==> config.mk <==
export PLATFORM = sky130hd
export DESIGN_NAME = fifo_readout
export DESIGN_NICKNAME = d
export VERILOG_FILES = /design/src/rtl/storage_pkg.sv /design/src/rtl/readout_skid_fifo.sv /design/src/rtl/fifo_readout.sv
export SDC_FILE = /design/constraint.sdc
export NUM_CORES = 1
export LEC_CHECK = 0
export ABC_CLOCK_PERIOD_IN_PS = 8350
export CAP_MARGIN = 20
export CORE_ASPECT_RATIO = 0.5
export CORE_MARGIN = 2
export CORE_UTILIZATION = 26
export DETAILED_ROUTE_END_ITERATION = 6
export SYNTH_ARGS = -nofsm -noshare
export SYNTH_HDL_FRONTEND = slang
export SYNTH_SLANG_ARGS = --single-unit
==> constraint.sdc <==
create_clock -name rdclk -period 8.35 [get_ports rdclk]
set_clock_uncertainty 0.05 [all_clocks]
set_input_delay 2.505 -clock rdclk [delete_from_list [all_inputs] [get_ports rdclk]]
set_output_delay 2.505 -clock rdclk [all_outputs]
set_load 0.02 [all_outputs]
==> src/rtl/storage_pkg.sv <==
// Shared definitions for the dual-channel sample storage block and its readout.
// Holds the readout FSM encoding, channel-select codes and the storage read latency.
package storage_pkg;

    typedef enum logic [1:0] {
        ST_IDLE   = 2'd0,
        ST_ISSUE  = 2'd1,
        ST_DRAIN  = 2'd2,
        ST_FINISH = 2'd3
    } rd_state_e;

    localparam logic [1:0] CH_NONE = 2'b00;
    localparam logic [1:0] CH_A    = 2'b01;
    localparam logic [1:0] CH_B    = 2'b10;
    localparam logic [1:0] CH_AB   = 2'b11;

    // FIFO read plus storage output register.
    localparam int RD_LATENCY_DEF = 2;

    // Skid entry: {chan, data}.
    localparam int SKID_W = 17;

endpackage

==> src/rtl/readout_skid_fifo.sv <==
// Synchronous FIFO of DEPTH entries holding {chan, data}; head is always visible on dout_o.
// Zero-latency head, one-cycle push-to-visible; caller must never push when full or pop when empty.
// Simultaneous push and pop leave the count unchanged.
module readout_skid_fifo
    import storage_pkg::*;
#(
    parameter int DEPTH = 4,
    parameter int CW    = $clog2(DEPTH + 1)
) (
    input  logic              clk_i,
    input  logic              rst_ni,
    input  logic              push_i,
    input  logic [SKID_W-1:0] din_i,
    input  logic              pop_i,
    output logic [SKID_W-1:0] dout_o,
    output logic [CW-1:0]     count_o
);

    localparam int AW = (DEPTH > 1) ? $clog2(DEPTH) : 1;

    logic [SKID_W-1:0] mem_q [DEPTH];
    logic [AW-1:0]     wr_ptr_q, rd_ptr_q;
    logic [CW-1:0]     cnt_q;

    function automatic logic [AW-1:0] ptr_inc(input logic [AW-1:0] p);
        return (p == AW'(DEPTH - 1)) ? '0 : p + AW'(1);
    endfunction

    always_ff @(posedge clk_i or negedge rst_ni) begin
        if (!rst_ni) begin
            wr_ptr_q <= '0;
            rd_ptr_q <= '0;
            cnt_q    <= '0;
            for (int i = 0; i < DEPTH; i++) begin
                mem_q[i] <= '0;
            end
        end else begin
            if (push_i) begin
                mem_q[wr_ptr_q] <= din_i;
                wr_ptr_q        <= ptr_inc(wr_ptr_q);
            end
            if (pop_i) begin
                rd_ptr_q <= ptr_inc(rd_ptr_q);
            end
            case ({push_i, pop_i})
                2'b10:   cnt_q <= cnt_q + CW'(1);
                2'b01:   cnt_q <= cnt_q - CW'(1);
                default: cnt_q <= cnt_q;
            endcase
        end
    end

    assign dout_o  = mem_q[rd_ptr_q];
    assign count_o = cnt_q;

endmodule

==> src/rtl/fifo_readout.sv <==
// Read-side controller: issues rdenA/rdenB for a programmed word count and streams words out.
// First tx_valid RD_LATENCY+1 cycles after start; one word per cycle without backpressure.
// Reads are credit-limited so the skid FIFO absorbs every in-flight word while tx_ready is low.
module fifo_readout
    import storage_pkg::*;
#(
    parameter int RD_LATENCY = RD_LATENCY_DEF,
    parameter int SKID_DEPTH = 4,
    parameter int CNT_W      = 16
) (
    input  logic             rdclk,
    input  logic             rst,
    input  logic             start,
    input  logic [1:0]       chan_sel,
    input  logic [CNT_W-1:0] num_words,
    input  logic [15:0]      din,
    output logic             rdenA,
    output logic             rdenB,
    output logic [15:0]      tx_data,
    output logic             tx_chan,
    output logic             tx_valid,
    input  logic             tx_ready,
    output logic             tx_last,
    output logic             busy,
    output logic             done
);

    localparam int SCW = $clog2(SKID_DEPTH + 1);
    localparam logic [CNT_W-1:0] ONE = CNT_W'(1);

    rd_state_e              state_q;
    logic [CNT_W-1:0]       num_q, issued_q, acc_q;
    logic [CNT_W-1:0]       issued_d, acc_d;
    logic [1:0]             mode_q;
    logic                   chan_q;
    logic                   busy_q, done_q;
    logic [RD_LATENCY-1:0]  pipe_vld_q, pipe_chan_q;

    logic [SCW-1:0]         skid_cnt;
    logic [SKID_W-1:0]      skid_head;
    logic [7:0]             out_cnt;
    logic                   credit_ok, issue, push, pop;

    always_comb begin
        out_cnt = '0;
        for (int i = 0; i < RD_LATENCY; i++) begin
            out_cnt = out_cnt + {7'd0, pipe_vld_q[i]};
        end
    end

    // rden is decoded from registered state only, so a read can issue in the first ISSUE cycle.
    assign credit_ok = (out_cnt + 8'(skid_cnt)) < 8'(SKID_DEPTH);
    assign issue     = (state_q == ST_ISSUE) && credit_ok;
    assign rdenA     = issue && !chan_q;
    assign rdenB     = issue && chan_q;

    assign push      = pipe_vld_q[RD_LATENCY-1];
    assign tx_valid  = (skid_cnt != '0);
    assign pop       = tx_valid && tx_ready;
    assign tx_chan   = skid_head[16];
    assign tx_data   = skid_head[15:0];
    assign issued_d  = issued_q + ONE;
    assign acc_d     = acc_q + ONE;
    assign tx_last   = tx_valid && (acc_d == num_q);
    assign busy      = busy_q;
    assign done      = done_q;

    always_ff @(posedge rdclk or negedge rst) begin
        if (!rst) begin
            pipe_vld_q  <= '0;
            pipe_chan_q <= '0;
        end else begin
            pipe_vld_q[0]  <= issue;
            pipe_chan_q[0] <= chan_q;
            for (int i = 1; i < RD_LATENCY; i++) begin
                pipe_vld_q[i]  <= pipe_vld_q[i-1];
                pipe_chan_q[i] <= pipe_chan_q[i-1];
            end
        end
    end

    always_ff @(posedge rdclk or negedge rst) begin
        if (!rst) begin
            state_q  <= ST_IDLE;
            num_q    <= '0;
            issued_q <= '0;
            acc_q    <= '0;
            mode_q   <= CH_NONE;
            chan_q   <= 1'b0;
            busy_q   <= 1'b0;
            done_q   <= 1'b0;
        end else begin
            case (state_q)
                ST_IDLE: begin
                    if (start) begin
                        if (chan_sel != CH_NONE && num_words != '0) begin
                            num_q    <= num_words;
                            mode_q   <= chan_sel;
                            chan_q   <= (chan_sel == CH_B);
                            issued_q <= '0;
                            acc_q    <= '0;
                            busy_q   <= 1'b1;
                            state_q  <= ST_ISSUE;
                        end else begin
                            done_q  <= 1'b1;
                            state_q <= ST_FINISH;
                        end
                    end
                end
                ST_ISSUE: begin
                    if (pop) begin
                        acc_q <= acc_d;
                    end
                    if (issue) begin
                        issued_q <= issued_d;
                        if (mode_q == CH_AB) begin
                            chan_q <= !chan_q;
                        end
                        if (issued_d == num_q) begin
                            state_q <= ST_DRAIN;
                        end
                    end
                end
                ST_DRAIN: begin
                    if (pop) begin
                        acc_q <= acc_d;
                        if (tx_last) begin
                            busy_q  <= 1'b0;
                            done_q  <= 1'b1;
                            state_q <= ST_FINISH;
                        end
                    end
                end
                default: begin
                    done_q  <= 1'b0;
                    state_q <= ST_IDLE;
                end
            endcase
        end
    end

    readout_skid_fifo #(
        .DEPTH (SKID_DEPTH),
        .CW    (SCW)
    ) u_skid (
        .clk_i   (rdclk),
        .rst_ni  (rst),
        .push_i  (push),
        .din_i   ({pipe_chan_q[RD_LATENCY-1], din}),
        .pop_i   (pop),
        .dout_o  (skid_head),
        .count_o (skid_cnt)
    );

endmodule
; ---- After elaboration in Yosys (flattened, before gate mapping)
; Cells that the tools add are included.
; W data, S select, Z words.
[word_totals]
rom_bits = 0
memories = 0
latch_bits = 0
elab_cells = 112
ff_bits = 134
ram_bits = 0
[op_classes]
div = 0
magnitude_cmp = 4
n_eq_ne = 19
shift = 0
n_addsub = 8
muxes = 37
multipliers = 0
n_bitwise = 3
n_reduce_logical = 24
[ops]
columns = operator, count
row1 = $bwmux W68, 1
row2 = $mux W16, 4
row3 = $pmux W16 S2, 2
row4 = $mux W17, 3
row5 = $bmux W17 S2, 1
row6 = $demux W17 S2, 1
row7 = $add A16 B1 Y16 const B, 2
row8 = $eq A16 B16 Y1, 2
row9 = $reduce_and A5 Y1, 4
row10 = $mux W2, 8
row11 = $reduce_bool A16 Y1, 1
row12 = $eq A2 B2 Y1 const B, 6
row13 = $mux W1, 12
row14 = $ne A2 B2 Y1 const B, 5
row15 = $reduce_bool A2 Y1, 5
row16 = $ne A2 B1 Y1 const B, 4
row17 = $reduce_and A4 Y1, 2
row18 = $logic_and A1 B1 Y1, 7
row19 = $ge A3 B3 Y1 const B, 2
row20 = $not A2 Y3, 2
row21 = $pmux W2 S3, 1
row22 = $pmux W3 S2, 1
row23 = $add A2 B1 Y2 const B, 2
row24 = $add A2 B3 Y4, 1
row25 = 14 further kinds, 16

; ---- Logic depth before layout (Yosys ltp)
[logic_depth]
depth_word = 6
depth_mapped = 11

; ---- Hierarchy
; Synthesis repeated with hierarchy kept, for this count alone.
[hier_totals]
hier_cells = 598
hier_area_um2 = 7294.5
[modules_own_cells]
columns = mod, cells_each, area_each_um2, instances, seq_area_each_um2
row1 = fifo_readout, 399, 3704.8, 1, 1476.4
row2 = readout_skid_fifo, 199, 3589.7, 1, 1876.8

; ---- Least setup slack after synthesis
; OpenSTA, ideal clock, no wires.
[synth_timing]
path_kind = register -> output
start = register u_skid.rd_ptr_q[0]
end = output tx_data[10]
t_arrival_ns = 1.996
setup_slack_ns = 3.799
path_stages_with_launch = 4
required_ns = 5.795
cell_sequence = dfrtp_1 clkbuf_1 buf_1 mux4_2
[synth_via]
elab_chain_len = 4
[synth_rtl]
columns = item, line_no
row1 = start: declaration, readout_skid_fifo.sv:22  ; logic [AW-1:0] wr_ptr_q, rd_ptr_q;
row2 = start signal: assignment, readout_skid_fifo.sv:43  ; rd_ptr_q <= ptr_inc(rd_ptr_q);
row3 = $not A2 Y3 (implied by the code), readout_skid_fifo.sv:53  ; assign dout_o = mem_q[rd_ptr_q];
row4 = $bmux W17 S2, readout_skid_fifo.sv:53
row5 = $mux W17 (implied by the code) (2 in a row), readout_skid_fifo.sv:53
row6 = end: declaration, fifo_readout.sv:19  ; output logic [15:0] tx_data,
; Every way passes these cells. The select of a mux whose other input is x is not followed.

; ---- Final worst setup path
[layout_timing]
start = register acc_q[3]
end = output tx_last
[layout_via]
elab_chain_len = 3
[layout_rtl]
columns = item, line_no
row1 = start: declaration, fifo_readout.sv:32  ; logic [CNT_W-1:0] num_q, issued_q, acc_q;
row2 = start signal: assignment, fifo_readout.sv:87  ; acc_q <= '0;
row3 = start signal: assignment, fifo_readout.sv:101  ; acc_q <= '0;
row4 = start signal: assignment, fifo_readout.sv:112  ; acc_q <= acc_d;
row5 = $add A16 B1 Y16, fifo_readout.sv:63  ; assign acc_d = acc_q + ONE;
row6 = $eq A16 B16 Y1, fifo_readout.sv:64  ; assign tx_last = tx_valid && (acc_d == num_q);
row7 = $logic_and A1 B1 Y1, fifo_readout.sv:64
row8 = end: declaration, fifo_readout.sv:23  ; output logic tx_last,
; Every way passes these cells.

==> run metrics <==
# placed instances 1035; Clock Path Buffers 2; synthesized flop and latch total 134; worst reg2reg startpoint acc_q[3]$_DFFE_PN0P_; met3 Usage GRT 3.10%; Sequential Power Share 35.6%; kind of critical path flip-flop to output pin; Vias/cell 4.83; met1 global-route usage 16.3%; Worst-path clk slew 0.06 ns; Worst Setup SP acc_q[3]$_DFFE_PN0P_; Final HPWL DP 12000 um; Switch Pwr 1160 uW; Critical Path End Type output pin; DRT iter0 DRCs 404; power per cell area 370 nW/um^2; Initial Util 26.3%; DRC 0; GRT Total Usage 12.7%; P_int 2070 uW; Finished Layout Cells 1066; sequential cell area fraction in the yosys report 46.4%; Sink Count 134; library cells used by synthesis 63; # fillers 2753; root buffer cell clkbuf_16; maxcap violations 0; crit path time final 5.79 ns; Worst Tran Pin Value 1.01 ns; Nets 724; Most Crowded Layer GR met2; Synth Flop Type dfrtp_1; slowest stage delay, CP 0.69 ns; Clk pwr share 23.0%; Setup Fix Bufs, Post-CTS 0; number of flops mapped to enable cells by yosys 0; maximum clock frequency 0.173 GHz; post-CTS resize count 0; initial antenna violation count 0; vias 5150; Post-Syn Area 7220 sq um; CTS tree done; share of layout cells above drive strength 1 23.1%; Die W 240 um; global-route wire length before repair 28300 um; CP max-delay cell clkdlybuf4s50_1; Hold WC Path Type flip-flop to flip-flop; syn_nets 676; H-tree levels 4; grt ovf 0; Rel. slew slack 32.6%; core area 27500 sq um; Leak Pwr 0.00354 uW; crit path max fanout 10; HP Start pipe_vld_q[0]$_DFF_PN0_; CP Launch Type flip-flop; outcome finished clean; largest net degree at the start of global routing 73; P&R area growth vs syn 21.1%; TritonCTS buffer count 17; drt total wl 17400 um; cts hold-fix bufs 0; vias in the first global route 5284; Skew-Pair Late Insertion Delay 0.43 ns; FFs w/ async S/R, synth 100%; WP data required 5.80 ns; die height 122 um; Final Hold Fails 0; I/O Buffers 60; Hold Worst Slack 0.333 ns; RSZ-0062 raised after global routing false; Avg WL per Cell 16.3 um; Synth Instances 624; final critical-path share of the clock period 69.4%; Total Neg Setup Slack 0 ns; drt pass-1 iters 4; switching share of power 35.9%; Die ar. 29200 sq um; Combinational Power Share 41.4%; synth warn 0; ANT cells 0; Rows 43; Final ANT Viol Nets 0; Top Ports 61; GR Util met2 20.9%; worst reg2reg setup slack 5.27 ns; worst vdd ir 0.122 mV; endpoints failing setup 0; Synth Area per Inst 11.6 sq um; max-slew violations 0; Worst EP arrival 3.24 ns; Final GP Congestion 0.833; critical-path cell list nand4_1 > nor4_1 > xnor2_1 > o2111ai_1 > nor4_2 > clkdlybuf4s50_1
==> state kept, by name (all words and copies together) (netlist names), 2 cells and up <==
register,flops
u_skid.mem_q,68
acc_q,16
issued_q,16
num_q,16
u_skid.count_o,3
mode_q,2
pipe_chan_q,2
pipe_vld_q,2
state_q,2
u_skid.rd_ptr_q,2
u_skid.wr_ptr_q,2
==> logic make-up (layout without fill, tap and decap cells) <==
group / count (synthesis) / in the layout / share of synthesized area (%)
xor+xnor: 49 / 49 / 5.94
buf+inv: 47 / 107 / 2.82
flops: 134 / 134 / 46.4
compound gates: 105 / 105 / 9.18
fa+ha+maj: 14 / 14 / 2.53
simple gates: 163 / 163 / 13.0
mux: 112 / 112 / 20.1
==> critical path, delay by kind of cell (launching register included) <==
kind                      cells  cell delay [ns]
and+or+nand+nor               3             1.22
AOI/OAI and AO/OA             1             0.19
DFF                           1             0.52
xor gates and xnor gates      1             0.18
buffers and inverters         1             0.69
==> cell usage after synthesis (12+ instances only) <==
cell | instances | area [sq um]
o21ai_0 | 45 | 225
mux4_2 | 17 | 383
xnor2_1 | 24 | 210
nand3_1 | 20 | 100
nor3_1 | 13 | 65.1
mux2_2 | 90 | 1010
nor2_1 | 29 | 109
nand4_1 | 12 | 75.1
a21oi_1 | 13 | 65.1
o31ai_1 | 16 | 120
dfrtp_1 | 134 | 3350
ha_1 | 13 | 163
inv_1 | 14 | 52.6
nand2_1 | 39 | 146
clkbuf_1 | 18 | 67.6
xor2_1 | 25 | 219
==> worst paths after layout <==
kind | to | depth (start not counted)
worst max-delay path | tx_last | 6
worst min-delay path | pipe_vld_q[1]$_DFF_PN0_ | 0
worst max register to register | state_q[1]$_DFFE_PN0P_ | 8
worst min register to register | pipe_vld_q[1]$_DFF_PN0_ | 0
max in group asynchronous | u_skid.mem_q[43]$_DFFE_PN0P_ | 2
min in group asynchronous | num_q[7]$_DFFE_PN0P_ | 1
==> placed cells by master (no fill, tap or decap), drive strengths merged, types with 10 or more instances in the layout <==
cell type,netlist,layout
a21oi,13,13
and3,13,13
clkbuf,19,19
clkdlybuf4s50,0,59
dfrtp,134,134
ha,13,13
inv,14,15
mux2,91,91
mux4,17,17
nand2,40,40
nand3,23,23
nand4,13,13
nor2,29,29
nor3,14,14
nor4,10,10
o21ai,45,45
o31ai,16,16
xnor2,24,24
xor2,25,25
==> routing by layer <==
layer / up-vias / share of wire (%)
li1: 2388 / -
met5: - / 0
met4: 0 / 1.6
met2: 104 / 48
met1: 2634 / 47
met3: 24 / 3.8
==> power by group through the flow <==
stage          Clock (uW)  Sequential [uW]  Combinational (uW)
2_1_floorplan           0             1050                1010
3_3_place_gp            0             1140                1320
3_5_place_dp            0             1160                1350
4_1_cts               763             1150                1360
5_1_grt               793             1190                1470
6_report              742             1150                1340
==> cell type report <==
| type | instances | area, sq um | area share (%) |
|---|---|---|---|
| multi-input cells | 443 | 3660 | 41.9 |
| clock inverters | 12 | 129 | 1.47 |
| repair buffers | 62 | 613 | 7.01 |
| flip-flops and latches | 134 | 3350 | 38.4 |
| well taps | 382 | 478 | 5.47 |
| inverters | 14 | 52.6 | 0.601 |
| clock buffers | 19 | 453 | 5.18 |
==> stage by stage <==
step                util (%)  total power [uW]  setup slack, ns  cell area [sq um]
floorplan                  -              2060             3.80               7220
detailed placement      29.7              2520             2.76               8160
CTS                     31.8              3280             2.50               8740
global placement        29.7              2460             2.88               8160
global route            31.8              3460             2.42               8740
finish                  31.8              3230             2.56               8740
Note: power is estimated with default switching activity, not from simulation.
